**src/rtl/arith_pkg.sv**
```systemverilog
// rtl/arith_pkg.sv - shared widths and stage-offset helpers for the pipelined adder/subtractor
package arith_pkg;

  localparam int ADD_DATA_WIDTH = 64;
  localparam int ADD_STG_WIDTH  = 16;

  function automatic int num_stg(input int dw, input int sw);
    return dw / sw;
  endfunction

  // Stage k forwards the (dw - (k+1)*sw) operand bits above its own slice;
  // stages are packed back to back, so this is the start bit of stage k.
  function automatic int fwd_off(input int dw, input int sw, input int k);
    return k * dw - (sw * k * (k + 1)) / 2;
  endfunction

  // Stage k holds (k+1)*sw finished difference bits, packed back to back.
  function automatic int dif_off(input int sw, input int k);
    return (sw * k * (k + 1)) / 2;
  endfunction

endpackage

```
**src/rtl/sub_64bit_if.sv**
```systemverilog
// rtl/sub_64bit_if.sv - operand/result bundle of the pipelined subtractor
interface sub_64bit_if #(
  parameter int DATA_WIDTH = 64
);

  logic                  i_en;
  logic [DATA_WIDTH-1:0] adda;
  logic [DATA_WIDTH-1:0] addb;
  logic [DATA_WIDTH:0]   result;
  logic                  o_en;

  modport master (output i_en, adda, addb, input result, o_en);
  modport slave  (input i_en, adda, addb, output result, o_en);

endinterface

```
**src/rtl/sub_slice.sv**
```systemverilog
// rtl/sub_slice.sv - combinational single-slice subtract with borrow in/out
module sub_slice #(
  parameter int STG_WITCH = 16
) (
  input  logic [STG_WITCH-1:0] a,
  input  logic [STG_WITCH-1:0] b,
  input  logic                 bin,
  output logic [STG_WITCH-1:0] d,
  output logic                 bout
);

  logic [STG_WITCH:0] w_full;

  // One extra bit catches the borrow: a negative result wraps into the top bit.
  assign w_full = {1'b0, a} - {1'b0, b} - {{STG_WITCH{1'b0}}, bin};
  assign d      = w_full[STG_WITCH-1:0];
  assign bout   = w_full[STG_WITCH];

endmodule

```
**src/rtl/sub_64bit.sv**
```systemverilog
// rtl/sub_64bit.sv - pipelined wide subtractor, one slice per stage, registered borrow ripple
module sub_64bit
  import arith_pkg::*;
#(
  parameter int DATA_WIDTH = ADD_DATA_WIDTH,
  parameter int STG_WITCH  = ADD_STG_WIDTH
) (
  input  logic        clk,
  input  logic        rst_n,
  sub_64bit_if.slave  bus
);

  localparam int NUM_STG = num_stg(DATA_WIDTH, STG_WITCH);
  localparam int W       = STG_WITCH;
  localparam int A_TOT   = fwd_off(DATA_WIDTH, W, NUM_STG - 1);
  localparam int A_W     = (A_TOT > 0) ? A_TOT : 1;
  localparam int D_TOT   = dif_off(W, NUM_STG);

  if (DATA_WIDTH % STG_WITCH != 0) begin : g_width_chk
    $error("sub_64bit: DATA_WIDTH must be a multiple of STG_WITCH");
  end

  // Triangular skew/deskew storage: operand remainders shrink, finished differences grow.
  logic [A_W-1:0]     r_a, r_b, w_a_nxt, w_b_nxt;
  logic [D_TOT-1:0]   r_d, w_d_nxt;
  logic [NUM_STG-1:0] r_bor, w_bor_nxt, r_en;

  for (genvar k = 0; k < NUM_STG; k++) begin : g_stg
    localparam int IN_W = DATA_WIDTH - k * W;

    logic [IN_W-1:0] w_ain;
    logic [IN_W-1:0] w_bin_op;
    logic            w_bin;
    logic [W-1:0]    w_d;

    if (k == 0) begin : g_head
      assign w_ain           = bus.adda;
      assign w_bin_op        = bus.addb;
      assign w_bin           = 1'b0;
      assign w_d_nxt[W-1:0]  = w_d;
    end else begin : g_body
      localparam int AO_IN   = fwd_off(DATA_WIDTH, W, k - 1);
      localparam int DO_PREV = dif_off(W, k - 1);
      localparam int DO      = dif_off(W, k);
      assign w_ain                      = r_a[AO_IN +: IN_W];
      assign w_bin_op                   = r_b[AO_IN +: IN_W];
      assign w_bin                      = r_bor[k-1];
      assign w_d_nxt[DO +: (k + 1) * W] = {w_d, r_d[DO_PREV +: k * W]};
    end

    if (k < NUM_STG - 1) begin : g_fwd
      localparam int AO = fwd_off(DATA_WIDTH, W, k);
      assign w_a_nxt[AO +: IN_W - W] = w_ain[IN_W-1:W];
      assign w_b_nxt[AO +: IN_W - W] = w_bin_op[IN_W-1:W];
    end

    sub_slice #(.STG_WITCH(W)) u_slice (
      .a    (w_ain[W-1:0]),
      .b    (w_bin_op[W-1:0]),
      .bin  (w_bin),
      .d    (w_d),
      .bout (w_bor_nxt[k])
    );
  end

  always_ff @(posedge clk) begin
    if (!rst_n) begin
      r_a   <= '0;
      r_b   <= '0;
      r_d   <= '0;
      r_bor <= '0;
      r_en  <= '0;
    end else begin
      r_a   <= w_a_nxt;
      r_b   <= w_b_nxt;
      r_d   <= w_d_nxt;
      r_bor <= w_bor_nxt;
      r_en  <= (r_en << 1) | NUM_STG'(bus.i_en);
    end
  end

  assign bus.result = {r_bor[NUM_STG-1], r_d[D_TOT-1 -: DATA_WIDTH]};
  assign bus.o_en   = r_en[NUM_STG-1];

endmodule

```
**src/flat_wrapper.sv**
```systemverilog
// flat-port wrapper written by rule: the top's interface ports become plain ports
module sub_64bit_flat import arith_pkg::*;
#(
  parameter int DATA_WIDTH = ADD_DATA_WIDTH,
  parameter int STG_WITCH  = ADD_STG_WIDTH
)
  (clk, rst_n, bus_i_en, bus_adda, bus_addb, bus_result, bus_o_en);
  sub_64bit_if #(.DATA_WIDTH(DATA_WIDTH)) bus_i ();
  input  logic clk;
  input  logic rst_n;
  input wire logic [$bits(bus_i.i_en)-1:0] bus_i_en;
  input wire logic [$bits(bus_i.adda)-1:0] bus_adda;
  input wire logic [$bits(bus_i.addb)-1:0] bus_addb;
  output wire logic [$bits(bus_i.result)-1:0] bus_result;
  output wire logic [$bits(bus_i.o_en)-1:0] bus_o_en;
  assign bus_i.i_en = bus_i_en;
  assign bus_i.adda = bus_adda;
  assign bus_i.addb = bus_addb;
  assign bus_result = bus_i.result;
  assign bus_o_en = bus_i.o_en;
  sub_64bit #(.DATA_WIDTH(DATA_WIDTH), .STG_WITCH(STG_WITCH)) u_core (.clk(clk), .rst_n(rst_n), .bus(bus_i));
endmodule
```
**config.mk**
```make
export PLATFORM = sky130hd
export DESIGN_NAME = sub_64bit_flat
export DESIGN_NICKNAME = d
export VERILOG_FILES = /design/src/rtl/arith_pkg.sv /design/src/rtl/sub_64bit_if.sv /design/src/rtl/sub_slice.sv /design/src/rtl/sub_64bit.sv /design/src/flat_wrapper.sv
export SDC_FILE = /design/constraint.sdc
export NUM_CORES = 1
export LEC_CHECK = 0
export ABC_AREA = 1
export CAP_MARGIN = 20
export CORE_MARGIN = 4
export CORE_UTILIZATION = 43
export DETAILED_ROUTE_END_ITERATION = 7
export HOLD_SLACK_MARGIN = 0.15
export PLACE_DENSITY_LB_ADDON = 0.05
export RECOVER_POWER = 100
export SYNTH_ARGS = -nofsm -noshare
export SYNTH_HDL_FRONTEND = slang
export SYNTH_SLANG_ARGS = --single-unit
export TNS_END_PERCENT = 10
```
**constraint.sdc**
```tcl
create_clock -name clk -period 2.2 [get_ports clk]
set_input_delay 0.33 -clock clk [delete_from_list [all_inputs] [get_ports clk]]
set_output_delay 0.33 -clock clk [all_outputs]
set_load 0.05 [all_outputs]
```
==> impl_metrics.py, run 1 <==
metrics = {
    "yosys": {
        "async_flop_share_pct": 0,
        "synthFlopType": "dfxtp_1",
        "yosys.area.top_type_share_pct": 46.7,
        "synth.most_common_cell": "nand2_1",
        "syn_inst": 2100,
        "yosys.area.top_type": "dfxtp_1",
        "ys_types": 28,
        "synth_area_per_cell_um2": 7.35,
        "synth.area.top_cells": "dfxtp_1 47%, nand2_1 15%, inv_1 15%, ha_1 8.6%, buf_4 3.3%",
        "netlist_area_um2": 15400,
        "synthTopCellsByCount": "626 x nand2_1, 612 x inv_1, 360 x dfxtp_1, 106 x ha_1, 85 x nor2_1",
        "synth_edf_count": 0,
        "ys_seq_area_share_pct": 46.7,
        "synth-seq-cells": 360,
        "yosysWarnings": 0,
        "synth_fp_nets": 2344,
    },
    "final_layout": {
        "areaGrowthSynthToFinish_pct": 20.9,
        "final_nets": 2493,
        "n_fill_cell": 3503,
        "layout-drive-gt1-share_pct": 4.61,
    },
    "sta": {
        "slew_headroom_pct": 20.2,
        "rsz0062_at_grt": "false",
        "finalSetupViolCount": 0,
        "finalHoldViolations": 0,
        "period_minus_slack_ns": 2.08,
        "fmax_ghz": 0.482,
        "hold_ws_ns": 0.176,
        "finalCritPeriodShare_pct": 94.4,
        "slew_viol_final": 0,
        "setup_tns_ns": 0,
        "worst_slew_pin_slew_ns": 1.20,
        "skew_ns": 0.00736,
    },
    "clock_network": {
        "clock_sinks": 360,
        "hold_buffers": 0,
        "worstSkewPairLatency_ns": 0.52,
        "htreeDepth": 2,
        "clk_pin_slew_ns": 0.06,
        "clock_path_buffers": 3,
        "cts_root_buf": "clkbuf_16",
        "cts_tree": "built",
        "cts_buffers": 39,
    },
    "floorplan": {
        "core_area_um2": 35500,
        "die-area_um2": 39000,
        "rows": 69,
        "ioPinCount": 197,
        "die_h_um": 198,
        "start_util_pct": 43.5,
        "die_x_um": 198,
    },
    "pwr": {
        "leakagePower_uw": 0.0113,
        "power_density_nw_per_um2": 870,
        "peakVddDrop_uv": 532,
        "power.total_uw": 16200,
    },
    "worst_setup_path": {
        "crit_fanout": 1,
        "cp_cell_sequence": "dlygate4sd3_1",
        "crit_family": "buffers and inverters",
        "crit_buf_inv": 1,
        "critPathMaxStageDelay_ns": 0.88,
        "end_kind": "output port",
        "crit_required_ns": 1.87,
        "slowest_stage": "dlygate4sd3_1",
        "cp.arrival_ns": 1.75,
        "critPathKind": "reg2out",
        "start_kind": "register",
    },
    "flow_run": {
        "maxCapViolations": 0,
    },
    "grt": {
        "grt_pass1_vias": 10200,
        "grt_start_max_net_pins": 80,
        "grt_pass1_wl_mm": 46.3,
        "track_usage_pct": 14.1,
        "grt_overflow": 0,
        "antenna_found_initial": 3,
    },
    "route": {
        "top_layer_used": "met5",
        "met3_length_mm": 1.54,
        "m1WireLength_mm": 12.4,
        "wl_per_cell_um": 9.96,
        "dr_wl_met2_mm": 12.6,
        "route.detailed.drc": 0,
        "postRouteAntennaNets": 0,
        "via_count": 11000,
        "vias_per_cell": 4.03,
        "dr.pass1.iters": 4,
        "first_iter_violations": 417,
        "drt-total-wl_mm": 27.3,
    },
    "outcome": {
        "status": "completed",
    },
    "placed_design": {
        "dp_hpwl_mm": 20.6,
        "portBuffers": 196,
        "routabilityCongestion": 0.843,
    },
    "hold_path": {
        "hp-class": "in2reg",
    },
}
-- per-stage QoR --
stage                     std cells  setup slack [ns]  cell area (um2)  utilization, %
after CTS                      2737             0.123            18800            52.9
after global routing           2738           0.00413            18700            52.6
after global placement         2669           0.00980            17500            49.3
after detailed placement       2669            0.0180            17500            49.3
after floorplan                2100             0.357            15400               -
final                          2738             0.124            18700            52.6
-- state kept, by name, summed over array words and instances (netlist names) --
register	flops
u_core.r_a	96
u_core.r_b	96
u_core.r_bor	4
u_core.r_d	160
u_core.r_en	4
-- routing by layer --
layer  vias up  global-route usage [%]
met2       169                    24.5
met3        57                    3.41
met4         4                    4.44
met5         -                       0
li1       6200                       -
met1      4605                    17.5
-- timing repair --
item | CTS | global route
endpoints found under the hold margin | 0 | 0
endpoints found under the setup margin | 0 | 2
gates resized for setup | 0 | 2
setup buffers | 0 | 0
-- cell usage in the layout, fill, tap and decap left out, types with 2 or more instances in the layout --
| master | Yosys | routed |
|---|---|---|
| or2_2 | 2 | 2 |
| clkinvlp_4 | 0 | 3 |
| nor2_2 | 7 | 7 |
| nand2_1 | 626 | 630 |
| a21oi_1 | 79 | 79 |
| nand3b_1 | 6 | 6 |
| nor2_1 | 85 | 85 |
| clkdlybuf4s50_1 | 0 | 100 |
| clkbuf_4 | 0 | 2 |
| nor3_1 | 5 | 5 |
| nand2_2 | 16 | 13 |
| clkbuf_8 | 0 | 8 |
| nand3_1 | 32 | 33 |
| ha_1 | 106 | 106 |
| fa_1 | 7 | 6 |
| xnor2_1 | 3 | 3 |
| clkbuf_1 | 2 | 18 |
| inv_1 | 612 | 613 |
| dfxtp_1 | 360 | 360 |
| o21ai_0 | 20 | 20 |
| bufinv_16 | 0 | 2 |
| nor3_2 | 5 | 5 |
| buf_12 | 0 | 2 |
| nand4_1 | 2 | 2 |
| clkinv_2 | 0 | 7 |
| dlygate4sd3_1 | 0 | 95 |
| inv_2 | 9 | 8 |
| clkbuf_16 | 0 | 41 |
| o21a_1 | 3 | 3 |
| and2_1 | 5 | 5 |
-- cells by family (layout without fill, tap and decap cells) --
| family | Yosys count | count (layout) | synth area share, % |
|---|---|---|---|
| AOI/OAI and AO/OA | 103 | 103 | 3.40 |
| xor gates and xnor gates | 4 | 4 | 0.227 |
| adders and majority gates | 113 | 113 | 9.49 |
| buffers and inverters | 725 | 901 | 19.5 |
| DFF | 360 | 360 | 46.7 |
| other | 0 | 1 | 0 |
| and+or+nand+nor | 795 | 795 | 20.7 |
-- worst min-delay path, cell delays in order --
cell	delay, ns
buf_8	0.19
nand2_1	0.10
inv_1	0.03
-- cell type report --
| class | instances | area (um2) | share of cell area [%] |
|---|---|---|---|
| clock inverter | 13 | 126 | 0.677 |
| multi-input combinational | 1015 | 5200 | 27.9 |
| tap | 461 | 577 | 3.09 |
| clock buffer | 55 | 1160 | 6.21 |
| antenna | 1 | 2.50 | 0.0134 |
| sequential | 360 | 7210 | 38.6 |
| inverter | 621 | 2330 | 12.5 |
| timing repair buffer | 212 | 2070 | 11.1 |
-- final timing paths --
kind | endpoint | startpoint | slack, ns | cells past startpoint
worst max-delay path | bus_result[64] | u_core.r_bor[3] | 0.12 | 1
worst max register to register | u_core.r_d[44] | u_core.r_b[0] | 0.20 | 14
worst min-delay path | u_core.r_b[31] | rst_n | 0.18 | 3
worst min register to register | u_core.r_d[26] | u_core.r_d[10] | 0.41 | 2
-- where the power goes --
| group | total, uW | internal, uW | switching, uW | leakage, uW |
|---|---|---|---|---|
| Sequential | 7110 | 6990 | 116 | 0.00297 |
| Combinational | 2740 | 1030 | 1710 | 0.00766 |
| Clock | 6390 | 3900 | 2490 | 0.000630 |
No activity file was read; power rests on OpenSTA's default activity.
==> run 2, diff against run 1 <==
==> constraint.sdc (replaced) <==
create_clock -name clk -period 2.2 [get_ports clk]
set_input_delay 0.44 -clock clk [delete_from_list [all_inputs] [get_ports clk]]
set_output_delay 0.44 -clock clk [all_outputs]
set_load 0.05 [all_outputs]
==> impl_metrics.py, run 2 (synthesis results as in run 1) <==
metrics = {
    "route": {
        "drt-total-wl_mm": 27.8,
        "route.detailed.drc": 0,
        "wl_per_cell_um": 10.2,
        "vias_per_cell": 4.05,
        "first_iter_violations": 464,
        "via_count": 11100,
        "dr.pass1.iters": 5,
        "postRouteAntennaNets": 0,
    },
    "floorplan": {
        "ioPinCount": 197,
        "core_area_um2": 35500,
        "die_h_um": 198,
        "rows": 69,
        "die_x_um": 198,
        "start_util_pct": 43.5,
        "die-area_um2": 39000,
    },
    "worst_setup_path": {
        "path_depth": 1,
        "crit_required_ns": 1.76,
        "crit_fanout": 1,
        "reg2reg_from": "u_core.r_b[80]",
        "crit_family": "buffers and inverters",
        "critPathKind": "reg2out",
        "cp-startpoint": "u_core.r_d[127]",
        "r2r_slack_ns": 0.19,
        "start_kind": "register",
        "critPathMaxStageDelay_ns": 0.86,
        "slowest_stage": "clkdlybuf4s50_1",
        "rr_endpoint": "u_core.r_bor[3]",
        "cp.arrival_ns": 1.70,
        "crit_end": "bus_result[31]",
        "crit_buf_inv": 1,
        "reg2reg_depth": 13,
        "cp_cell_sequence": "clkdlybuf4s50_1",
        "end_kind": "output port",
    },
    "grt": {
        "grt_pass1_vias": 10300,
        "track_usage_pct": 14.4,
        "grt_pass1_wl_mm": 46.9,
        "grt_overflow": 0,
        "antenna_found_initial": 1,
        "grt_start_max_net_pins": 78,
    },
    "clock_network": {
        "clk_pin_slew_ns": 0.06,
        "hold_buffers": 0,
        "cts_buffers": 38,
        "clock_path_buffers": 3,
        "cts_root_buf": "clkbuf_16",
        "htreeDepth": 2,
        "worstSkewPairLatency_ns": 0.54,
        "postCtsSetupRepairBufs": 0,
        "clock_sinks": 360,
        "cts_tree": "built",
    },
    "sta": {
        "slew_viol_final": 0,
        "finalSetupViolCount": 0,
        "setup_ws_ns": 0.0613,
        "fmax_ghz": 0.468,
        "period_minus_slack_ns": 2.14,
        "setup_tns_ns": 0,
        "rsz0062_at_grt": "false",
        "hold_ws_ns": 0.216,
        "finalCritPeriodShare_pct": 97.2,
        "finalHoldViolations": 0,
        "worst_slew_pin_slew_ns": 1.38,
        "skew_ns": 0.00808,
        "slew_headroom_pct": 7.94,
    },
    "hold_path": {
        "hp-class": "in2reg",
        "holdCritStartpoint": "rst_n",
    },
    "final_layout": {
        "mostFrequentLayoutCells": "628 x nand2_1, 612 x inv_1, 360 x dfxtp_1",
        "reg_top3": "u_core.r_d: 160 flops, u_core.r_a: 96 flops, u_core.r_b: 96 flops",
        "largest_reg_flops": 160,
        "final_common_cell": "nand2_1",
        "design_area_um2": 18700,
        "top_register": "u_core.r_d",
        "layout-drive-gt1-share_pct": 4.71,
        "areaGrowthSynthToFinish_pct": 20.8,
        "final_nets": 2486,
    },
    "pwr": {
        "power_density_nw_per_um2": 880,
        "peakVddDrop_uv": 649,
        "leakagePower_uw": 0.0111,
    },
    "flow_run": {
        "maxCapViolations": 0,
    },
    "placed_design": {
        "dp_slack_ns": -0.120,
        "routabilityCongestion": 0.826,
        "dp_hpwl_mm": 20.6,
        "place_area_um2": 17400,
        "portBuffers": 196,
    },
    "outcome": {
        "status": "completed",
    },
}
-- run 2: cell count changes in the layout (fill, tap and decap cells not counted), moves of 2 or more --
cell | previous run | this run
dlygate4sd2_1 | 0 | 2
buf_4 | 0 | 4
nand2_1 | 630 | 628
clkdlybuf4s50_1 | 100 | 185
clkbuf_1 | 18 | 13
dlygate4sd3_1 | 95 | 8
clkbuf_2 | 0 | 3
clkinvlp_4 | 3 | 1
clkinv_2 | 7 | 4
clkbuf_4 | 2 | 0
-- run 2: worst min path at each step --
stage	endpoint	depth (start not counted)
6_report	u_core.r_a[35]	3
4_1_cts	u_core.r_a[35]	3
3_3_place_gp	u_core.r_d[98]	2
5_1_grt	u_core.r_a[33]	3
3_5_place_dp	u_core.r_d[127]	2
2_1_floorplan	u_core.r_a[48]	2
-- run 2: final cells by class --
| cell class | instances | area [um2] |
|---|---|---|
| fill | 3552 | 16800 |
| sequential | 360 | 7210 |
| multi-input combinational | 1015 | 5210 |
| inverter | 621 | 2330 |
| timing repair buffer | 206 | 2040 |
| clock buffer | 59 | 1160 |
| tap | 461 | 577 |
| clock inverter | 9 | 126 |
| antenna | 1 | 2.50 |
-- run 2: what timing repair did --
item / 4_1_cts / 5_1_grt
setup endpoints to repair: 2 / 3
pin swaps: 0 / 0
resized for setup: 2 / 3
cloned: 0 / 0
-- run 2: worst reg2reg max path: stages, from the launching register on --
cell     delay, ns
dfxtp_1       0.30
inv_1         0.05
fa_1          0.46
fa_2          0.38
inv_1         0.07
nand2_1       0.07
nand2_1       0.06
nand2_1       0.10
nand2_1       0.08
nand2_1       0.07
nand2_1       0.10
nand3_2       0.06
nand2_1       0.06
nor2_1        0.04
-- run 2: through the flow --
stage | total power, uW | utilization (%) | cells
6_report | 16400 | 52.6 | 2732
5_1_grt | 17400 | 52.6 | 2732
4_1_cts | 16700 | 52.7 | 2731
3_5_place_dp | 10100 | 49.1 | 2663
3_3_place_gp | 10100 | 49.1 | 2663
2_1_floorplan | 9360 | - | 2100
-- run 2: routing by layer --
layer  part of all wire (%)  up-vias  GRT usage, %
met2                     46      189          24.4
li1                       -     6181             -
met3                    5.0       51          3.04
met1                     46     4656          18.1
met5                      0        -             0
met4                    2.8        0          5.33
-- run 2: report_power, final --
part	total, uW	internal [uW]	switching (uW)
clock	6510	3990	2520
combinational	2800	1070	1720
sequential	7110	6990	122
total	16400	12100	4360
==> run 3, diff against run 2 <==
- CORE_MARGIN: 4 -> not set
- GPL_TIMING_DRIVEN: not set -> 0
==> impl_metrics.py, run 3 (synthesis results as in run 1) <==
metrics = {
    "outcome": {
        "status": "completed",
    },
    "final_layout": {
        "reg_top3": "u_core.r_d: 160 flops, u_core.r_a: 96 flops, u_core.r_b: 96 flops",
        "largest_reg_flops": 160,
        "top_register": "u_core.r_d",
        "final_nets": 2579,
        "layout-drive-gt1-share_pct": 6.90,
        "regArea_um2": 7210,
        "areaGrowthSynthToFinish_pct": 22.8,
        "n_fill_cell": 3587,
        "mostFrequentLayoutCells": "631 x nand2_1, 613 x inv_1, 360 x dfxtp_1",
        "final_common_cell": "nand2_1",
        "multi_input_area_um2": 5210,
    },
    "floorplan": {
        "rows": 69,
        "die_x_um": 192,
        "core_area_um2": 35500,
        "die_h_um": 192,
        "ioPinCount": 197,
        "start_util_pct": 43.5,
        "die-area_um2": 36700,
    },
    "grt": {
        "track_usage_pct": 17.0,
        "antenna_found_initial": 1,
        "grt_start_max_net_pins": 15,
        "grt_overflow": 0,
        "grt_pass1_wl_mm": 49.2,
        "grt_pass1_vias": 10500,
    },
    "route": {
        "drt-total-wl_mm": 30.2,
        "route.detailed.drc": 0,
        "wl_per_cell_um": 10.7,
        "dr.pass1.iters": 5,
        "first_iter_violations": 391,
        "via_count": 11400,
        "postRouteAntennaNets": 0,
        "vias_per_cell": 4.04,
    },
    "clock_network": {
        "cts_tree": "built",
        "clock_path_buffers": 3,
        "clk_pin_slew_ns": 0.06,
        "cts_buffers": 38,
        "clock_sinks": 360,
        "worstSkewPairLatency_ns": 0.53,
        "cts_root_buf": "clkbuf_16",
        "postCtsSetupRepairBufs": 0,
        "htreeDepth": 2,
    },
    "worst_setup_path": {
        "cp.arrival_ns": 1.72,
        "crit_fanout": 1,
        "start_kind": "register",
        "critPathKind": "reg2out",
        "end_kind": "output port",
        "crit_required_ns": 1.76,
        "r2r_slack_ns": 0.18,
    },
    "sta": {
        "slew_headroom_pct": 41.7,
        "hold_ws_ns": 0.390,
        "period_minus_slack_ns": 2.16,
        "rsz0062_at_grt": "false",
        "finalHoldViolations": 0,
        "skew_ns": 0.0209,
        "finalSetupViolCount": 0,
        "slew_viol_final": 0,
        "fmax_ghz": 0.464,
        "worst_slew_pin_slew_ns": 0.874,
        "finalCritPeriodShare_pct": 98.0,
    },
    "placed_design": {
        "dp_hpwl_mm": 23.5,
        "portBuffers": 195,
        "routabilityCongestion": 0.836,
    },
    "flow_run": {
        "maxCapViolations": 0,
    },
    "hold_path": {
        "hp-class": "reg2reg",
    },
    "pwr": {
        "peakVddDrop_uv": 640,
        "leakagePower_uw": 0.0113,
        "power_density_nw_per_um2": 873,
        "power.total_uw": 16600,
    },
}
[run 3: cell count changes in the layout (fill, tap and decap cells not counted), moves of 2 or more]
| cell | change |
|---|---|
| clkbuf_1 | +73 |
| bufinv_16 | +2 |
| dlygate4sd3_1 | -4 |
| clkinv_2 | +4 |
| clkdlybuf4s50_1 | -35 |
| clkbuf_8 | -3 |
| nand2_2 | -3 |
| buf_4 | +62 |
| clkbuf_2 | -3 |
| nand2_1 | +3 |
[run 3: layout make-up]
class / instances / share of cell area, %
antenna: 1 / 0.0132
clock buffer: 54 / 5.88
clock inverter: 13 / 1.00
multi-input combinational: 1015 / 27.4
sequential: 360 / 38.0
timing repair buffer: 195 / 8.96
buffer: 104 / 3.38
tap: 461 / 3.04
inverter: 621 / 12.3
[run 3: stage by stage]
stage	cells	TNS, ns	worst slack [ns]	utilization (%)	instance area [um2]
finish	2824	0	0.0449	53.5	19000
global route	2824	0	0.000877	53.5	19000
CTS	2823	0	0.00931	54.2	19200
detailed placement	2756	-0.768	-0.218	50.7	18000
global placement	2756	-0.661	-0.192	50.7	18000
floorplan	2100	0	0.357	-	15400
[run 3: worst paths after layout]
check                                     start         endpoint  cells past startpoint
worst min register to register   u_core.r_b[18]   u_core.r_b[50]                      2
worst max-delay path            u_core.r_d[113]   bus_result[17]                      2
worst min-delay path             u_core.r_b[18]   u_core.r_b[50]                      2
worst max register to register   u_core.r_b[80]  u_core.r_bor[3]                     12
[run 3: critical path, stage by stage (launching register included)]
cell             delay, ns
dfxtp_1               0.32
buf_4                 0.10
clkdlybuf4s50_1       0.78
[run 3: report_power, final]
| part | switching [uW] | internal (uW) | total (uW) |
|---|---|---|---|
| sequential | 119 | 6990 | 7110 |
| clock | 2460 | 4110 | 6570 |
| combinational | 1790 | 1100 | 2890 |
| total | 4370 | 12200 | 16600 |
[run 3: what timing repair did]
item,4_1_cts,5_1_grt
gates resized for setup,16,27
endpoints found under the setup margin,16,28
hold buffers,0,0
[run 3: layer usage]
metal | GRT usage (%) | wire (um) | share of wire [%] | vias to the layer above
met5 | 0 | 0 | 0 | -
met4 | 4.88 | 567 | 1.9 | 0
met3 | 3.07 | 1260 | 4.2 | 40
met2 | 30.4 | 14400 | 48 | 173
met1 | 20.6 | 14000 | 46 | 4837
li1 | - | - | - | 6371
